===== src/rtl/knapsack_pkg.sv =====
// Shared definitions for the knapsack enumerator and its verifier: FSM states, default width, and the A-E item set.
// The enumerator's optional early-exit mode is selected by KNAP_STOP_ON_FIRST_EN.
package knapsack_pkg;

    localparam int N_ITEMS_DEF = 5;

    typedef enum logic [1:0] {
        IDLE = 2'd0,
        SCAN = 2'd1,
        DONE = 2'd2
    } state_t;

    // Item k occupies byte k: A is byte 0, E is byte 4.
    localparam logic [4:0][7:0] ITEM_WEIGHT = {8'd4, 8'd1, 8'd1, 8'd2, 8'd12};
    localparam logic [4:0][7:0] ITEM_VALUE  = {8'd10, 8'd2, 8'd1, 8'd2, 8'd4};
    localparam logic [7:0]      CAPACITY    = 8'd15;
    localparam logic [7:0]      TARGET      = 8'd15;

    // Reference for the decision question: fits the capacity and reaches the target value.
    function automatic logic knap_valid(input logic [4:0] sel);
        logic [7:0] weight_sum;
        logic [7:0] value_sum;
        weight_sum = 8'd0;
        value_sum  = 8'd0;
        for (int i = 0; i < 5; i++) begin
            if (sel[i]) begin
                weight_sum = weight_sum + ITEM_WEIGHT[i];
                value_sum  = value_sum + ITEM_VALUE[i];
            end else begin
                weight_sum = weight_sum;
                value_sum  = value_sum;
            end
        end
        return (weight_sum <= CAPACITY) && (value_sum >= TARGET);
    endfunction

endpackage


===== src/rtl/knapsack_enumerator.sv =====
// Brute-force subset walker that drives the knapsack verifier and reports found / first pass / pass count.
// Define KNAP_STOP_ON_FIRST_EN to end the scan at the first passing subset.
module knapsack_enumerator
    import knapsack_pkg::*;
#(
    parameter int N_ITEMS = N_ITEMS_DEF,
    parameter int CNT_W   = N_ITEMS + 1
) (
    input  logic               clk,
    input  logic               rst,
    input  logic               start_i,
    input  logic               chk_valid_i,
    output logic [N_ITEMS-1:0] sel_o,
    output logic               busy_o,
    output logic               done_o,
    output logic               found_o,
    output logic [N_ITEMS-1:0] first_sel_o,
    output logic [CNT_W-1:0]   pass_cnt_o
);

    localparam logic [N_ITEMS-1:0] SEL_LAST = {N_ITEMS{1'b1}};
    localparam logic [N_ITEMS-1:0] SEL_ONE  = N_ITEMS'(1);
    localparam logic [CNT_W-1:0]   CNT_ONE  = CNT_W'(1);

    state_t state_r;
    logic   scan_end_s;

`ifdef KNAP_STOP_ON_FIRST_EN
    assign scan_end_s = chk_valid_i || (sel_o == SEL_LAST);
`else
    assign scan_end_s = (sel_o == SEL_LAST);
`endif

    // Scan FSM; every output is a register updated here.
    always_ff @(posedge clk) begin
        if (rst) begin
            state_r     <= IDLE;
            sel_o       <= '0;
            busy_o      <= 1'b0;
            done_o      <= 1'b0;
            found_o     <= 1'b0;
            first_sel_o <= '0;
            pass_cnt_o  <= '0;
        end else begin
            case (state_r)
                IDLE: begin
                    done_o <= 1'b0;
                    if (start_i) begin
                        sel_o       <= '0;
                        found_o     <= 1'b0;
                        first_sel_o <= '0;
                        pass_cnt_o  <= '0;
                        busy_o      <= 1'b1;
                        state_r     <= SCAN;
                    end
                end
                SCAN: begin
                    if (chk_valid_i) begin
                        pass_cnt_o <= pass_cnt_o + CNT_ONE;
                        if (!found_o) begin
                            first_sel_o <= sel_o;
                            found_o     <= 1'b1;
                        end
                    end
                    // sel_o is left on the last candidate so it stays visible after the scan.
                    if (scan_end_s) begin
                        busy_o  <= 1'b0;
                        done_o  <= 1'b1;
                        state_r <= DONE;
                    end else begin
                        sel_o <= sel_o + SEL_ONE;
                    end
                end
                DONE: begin
                    done_o  <= 1'b0;
                    state_r <= IDLE;
                end
                default: begin
                    busy_o  <= 1'b0;
                    done_o  <= 1'b0;
                    state_r <= IDLE;
                end
            endcase
        end
    end

endmodule


===== config.mk =====
export PLATFORM = sky130hd
export DESIGN_NAME = knapsack_enumerator
export DESIGN_NICKNAME = d
export VERILOG_FILES = /design/src/rtl/knapsack_pkg.sv /design/src/rtl/knapsack_enumerator.sv
export SDC_FILE = /design/constraint.sdc
export NUM_CORES = 1
export LEC_CHECK = 0
export BUFFER_PORTS_ARGS = -buffer_cell sky130_fd_sc_hd__buf_2
export CAP_MARGIN = 30
export CELL_PAD_IN_SITES_DETAIL_PLACEMENT = 0
export CELL_PAD_IN_SITES_GLOBAL_PLACEMENT = 1
export CORE_MARGIN = 3
export CORE_UTILIZATION = 42
export CTS_BUF_LIST = sky130_fd_sc_hd__clkbuf_4
export DETAILED_ROUTE_END_ITERATION = 8
export MAX_ROUTING_LAYER = met4
export PLACE_DENSITY = 0.88
export SETUP_SLACK_MARGIN = 0.02
export SLEW_MARGIN = 30
export SYNTH_ARGS = -nofsm -noshare
export SYNTH_HDL_FRONTEND = slang
export SYNTH_SLANG_ARGS = --single-unit

===== constraint.sdc =====
create_clock -name clk -period 2.3 [get_ports clk]
set_clock_uncertainty 0.1 [all_clocks]
set_input_delay 0.46 -clock clk [delete_from_list [all_inputs] [get_ports clk]]
set_output_delay 0.46 -clock clk [all_outputs]
set_load 0.1 [all_outputs]

* After elaboration in Yosys (flattened, before gate mapping) *
Cells that the tools add are included.

word-level totals
  input port bits = 4
  register bits after elaboration = 21
  word-level logic and storage cells = 45

operators by class
  add/subtract/negate cells = 2
  bitwise logic cells = 2
  eq/ne operators = 8
  reduce and logical (&&, ||, !) cells = 8
  mux-type cells = 18

operators by type and width
  kind                                                 count
  two-way mux 5 bit                                    4
  case mux 5 bit (2 select lines)                      2
  two-way mux 6 bit                                    2
  case mux 6 bit (2 select lines)                      1
  != test 2 bit, second input constant                 5
  AND reduction 3 bit                                  3
  adder 6 x 1 -> 6 bit, second input constant          1
  adder 5 x 1 -> 5 bit, second input constant          1
  equality test 5 bit, second input constant           1
  two-way mux 1 bit                                    4
  two-way mux 2 bit                                    2
  case mux 2 bit (2 select lines)                      1
  AND reduction 4 bit                                  1
  case mux 1 bit (3 select lines)                      1
  equality test 2 x 1 -> 1 bit, second input constant  1
  equality test 2 bit, second input constant           1
  logical NOT 2 bit                                    1
  NOT 1 bit                                            2
  case mux 1 bit (2 select lines)                      1
  AND reduction 2 bit                                  1
  nonzero test 2 bit                                   1
  OR reduction 2 bit                                   1

* Longest topological paths before layout *
  word-level depth = 3
  gate-level depth with buffers = 6
  mapped depth without buffers = 6

* Worst setup path before layout *
OpenSTA, ideal clock, no wires.

  path kind = reg-to-reg
  from = reg sel_o[0]
  to = reg sel_o[3]
  stages on the path, launching flop included = 7
  data required time = 2079 ps
  setup time = 121 ps
  setup slack = -103 ps
  clock period less this slack = 2403 ps
  arrival = 2182 ps
  cells stage by stage = dfxtp_1 ha_1 and3_1 ha_1 nand2b_1 a211oi_1 mux2_2

between the ends
  longest elaborated chain between the ends = 3
  elaborated cells between the ends (all ways) = 6

RTL lines
  element                                                                 RTL line                                              RTL
  start, declared                                                         knapsack_enumerator.sv:13                             output logic [N_ITEMS-1:0] sel_o,
  start signal, assigned                                                  knapsack_enumerator.sv:71                             sel_o <= sel_o + SEL_ONE;
  adder 5 x 1 -> 5 bit or equality test 5 bit (tied branches)             knapsack_enumerator.sv:71, knapsack_enumerator.sv:31
  two-way mux 5 bit or != test 2 bit (tied branches)                      n/a
  case mux 5 bit (2 select lines) or AND reduction 3 bit (tied branches)  n/a

Parallel ways exist; a longest one is shown, timed or not. The select of a mux whose other input is x is not followed.
A chain may end at the register's enable or synchronous reset.

* Worst setup path after layout *
Ends and elaborated chain as after synthesis.

==> run_results.csv <==
group,metric,value,unit
logic_synthesis,syn_nets,105,
sta,min_period,2.01,ns
sta,relSlewSlack,65.3,%
hold_path,hp-class,"register to register",
global_routing,grt-ovfl-total,0,
clock_network,postCtsHoldBufs,0,
critical_path,critPathBufInv,0,
floorplan,core-area,2250,um2
detailed_routing,ant_nets,0,
critical_path,crit_arrival,2.11,ns
clock_network,htree_levels,1,
global_routing,use_met2,21.7,%
logic_synthesis,synthesis.area,1010,um2
final_layout,final_common_cell,"buf_2",
global_routing,first_global_vias,683,
detailed_routing,drt_pass1_iterations,4,
floorplan,pin_count,23,
critical_path,cp.required,2.40,ns
logic_synthesis,yosysWarnings,0,
placed_design,gp_congestion,0.783,
detailed_routing,vias_per_cell,5.20,
sta,tightest_slew,0.519,ns
global_routing,antenna_found_initial,0,
critical_path,worst-setup-path-type,"register to register",
critical_path,end_kind,"register",
critical_path,start_kind,"register",
detailed_routing,vias,759,
detailed_routing,wl,1940,um
placed_design,hpwl,1440,um
floorplan,initial_utilization,44.7,%
critical_path,slowest_stage,"dfxtp_2",
pwr,ir_drop,0.000478,V
detailed_routing,dr.first_iter.drc_count,7,
final_layout,syn_to_final_growth,13.6,%
global_routing,grt_pass1_wl,3130,um
final_layout,fin_nets,126,
final_layout,n_antenna_cell,0,
global_routing,met3_usage,5.63,%
logic_synthesis,syn_area_per_cell,10.3,um2
clock_network,cts_buffer_depth,2,
critical_path,path_common_cell,"ha_1",
pwr,cellPowerDensity,591,nW/um2
clock_network,clk_pin_slew_worst_paths,0.11,ns
placed_design,portBuffers,22,
clock_network,ctsResizeCount,0,
critical_path,cpPeakStageDelay,0.36,ns
status,outcome,"finished clean",
critical_path,crit_path_max_fanout,6,
final_layout,drive_above_1_share,31.4,%
clock_network,post_cts_buffers,0,
clock_network,cts-root-buf,"clkbuf_4",
pwr,p_leak,0.512,nW
global_routing,grt_usage,15.3,%
detailed_routing,wl_per_cell,13.3,um
sta,setup_viol_count_final,0,
global_routing,busiest_layer,"met2",
logic_synthesis,syn_inst,98,
sta,fin_hold_ws,0.382,ns
sta,setup_tns,0,ns
final_layout,fillers,234,
sta,fin_crit_sh,87.3,%
clock_network,cts-buffers-inserted,3,
sta,fmax,0.498,GHz
floorplan,die-area,3030,um2
sta,rsz0062_at_grt,"false",
final_layout,multi_input_area,544,um2
floorplan,die_y,55,um
sta,hold_viol_final,0,
critical_path,cpLargestDelayFamily,"adder cells",
clock_network,cts_tree,"built",
sta,slew_violations,0,
logic_synthesis,synth-seq-cells,21,
logic_synthesis,synth_cell_types,35,
critical_path,crit_chain,"ha_1, and3_1, ha_1, nand2b_1, a211oi_1, mux2_2",
global_routing,met1_usage,19.3,%
final_layout,final_cell_mix,"buf_2, dfxtp_1, nor2_1, nand2b_1, nor3_1",
floorplan,core.rowCount,17,
clock_network,clk_latency,0.31,ns
logic_synthesis,ys_seq_area_share,41.7,%
final_layout,regArea,423,um2
detailed_routing,remaining_drc_errors,0,
clock_network,cts_sinks,21,
run,cap_viol_max_count,0,
global_routing,grt_max_degree,26,
floorplan,die_x,55,um
worst min-delay path: stages (launching register included):
cell	delay [ns]
dfxtp_1	0.34
nand2_1	0.06
a21oi_1	0.05
final timing paths:
path | startpoint | endpoint | slack (ns) | depth (start not counted)
max | sel_o[0]$_SDFFE_PP0P_ | sel_o[3]$_SDFFE_PP0P_ | 0.29 | 6
min | busy_o$_SDFFE_PP0P_ | busy_o$_SDFFE_PP0P_ | 0.38 | 2
max reg2reg | sel_o[0]$_SDFFE_PP0P_ | sel_o[3]$_SDFFE_PP0P_ | 0.29 | 6
min reg2reg | busy_o$_SDFFE_PP0P_ | busy_o$_SDFFE_PP0P_ | 0.38 | 2
sequential cells by signal, summed over array words and instances (netlist names):
name         count
busy_o           1
first_sel_o      5
state_r          2
sel_o            5
done_o           1
pass_cnt_o       6
found_o          1
report_power, final:
group	switching, mW	internal [mW]
clock	0.111	0.0795
combinational	0.0768	0.0275
sequential	0.0121	0.371
synthesized netlist by cell type (all sizes together):
| cell | instances | area share, % |
|---|---|---|
| dfxtp | 21 | 42 |
| o41ai | 1 | 0.87 |
| a311oi | 2 | 3.5 |
| and3b | 1 | 0.87 |
| nand3 | 1 | 0.50 |
| a22o | 5 | 4.3 |
| nor3 | 6 | 3.0 |
| nand4 | 1 | 0.62 |
| o21bai | 1 | 0.74 |
| and3 | 1 | 0.62 |
| nor4b | 1 | 1.5 |
| inv | 1 | 0.37 |
| a211oi | 2 | 1.5 |
| a21oi | 4 | 2.0 |
| and4bb | 1 | 1.2 |
| nor2b | 3 | 1.9 |
| nand3b | 3 | 2.2 |
| nand2 | 3 | 1.1 |
| clkbuf | 1 | 0.37 |
| buf | 5 | 3.6 |
| nand4b | 1 | 2.4 |
| o21ai | 1 | 0.50 |
| ha | 3 | 3.7 |
| mux2 | 3 | 3.3 |
| or4 | 1 | 0.74 |
| nor3b | 6 | 5.6 |
| nand2b | 7 | 4.3 |
| mux2i | 2 | 2.0 |
| nor2 | 8 | 3.2 |
| xnor2 | 2 | 1.7 |
per-layer routing:
| layer | share of wire (%) | wire length, um | vias up |
|---|---|---|---|
| li1 | - | - | 394 |
| met1 | 48 | 936 | 343 |
| met2 | 44 | 858 | 17 |
| met3 | 5.5 | 106 | 5 |
| met4 | 1.9 | 37 | 0 |
| met5 | 0 | 0 | - |
layout make-up:
| type | instances | area share [%] |
|---|---|---|
| inverter | 1 | 0.328 |
| sequential | 21 | 36.9 |
| tap | 28 | 3.06 |
| timing repair buffer | 22 | 9.61 |
| clock buffer | 4 | 2.62 |
| multi-input combinational | 70 | 47.5 |
logic make-up (layout without fill, tap and decap cells):
family / Yosys count / in the layout / share of synthesized area, %
xor+xnor: 2 / 2 / 1.74
compound gates: 16 / 16 / 13.4
simple gates: 44 / 44 / 29.8
buf+inv: 7 / 27 / 4.34
fa+ha+maj: 3 / 3 / 3.72
mux: 5 / 5 / 5.33
flops: 21 / 21 / 41.7
per-stage QoR:
stage | power, mW | worst slack, ns | std cells | util, % | area [um2]
after floorplan | 0.481 | 0.135 | 98 | - | 1010
after global placement | 0.495 | 0.384 | 142 | 49.5 | 1120
after detailed placement | 0.496 | 0.306 | 142 | 49.5 | 1120
after CTS | 0.685 | 0.290 | 146 | 50.8 | 1150
after global routing | 0.711 | 0.216 | 146 | 50.8 | 1150
final | 0.678 | 0.292 | 146 | 50.8 | 1150
Note: power is estimated with default switching activity, not from simulation.
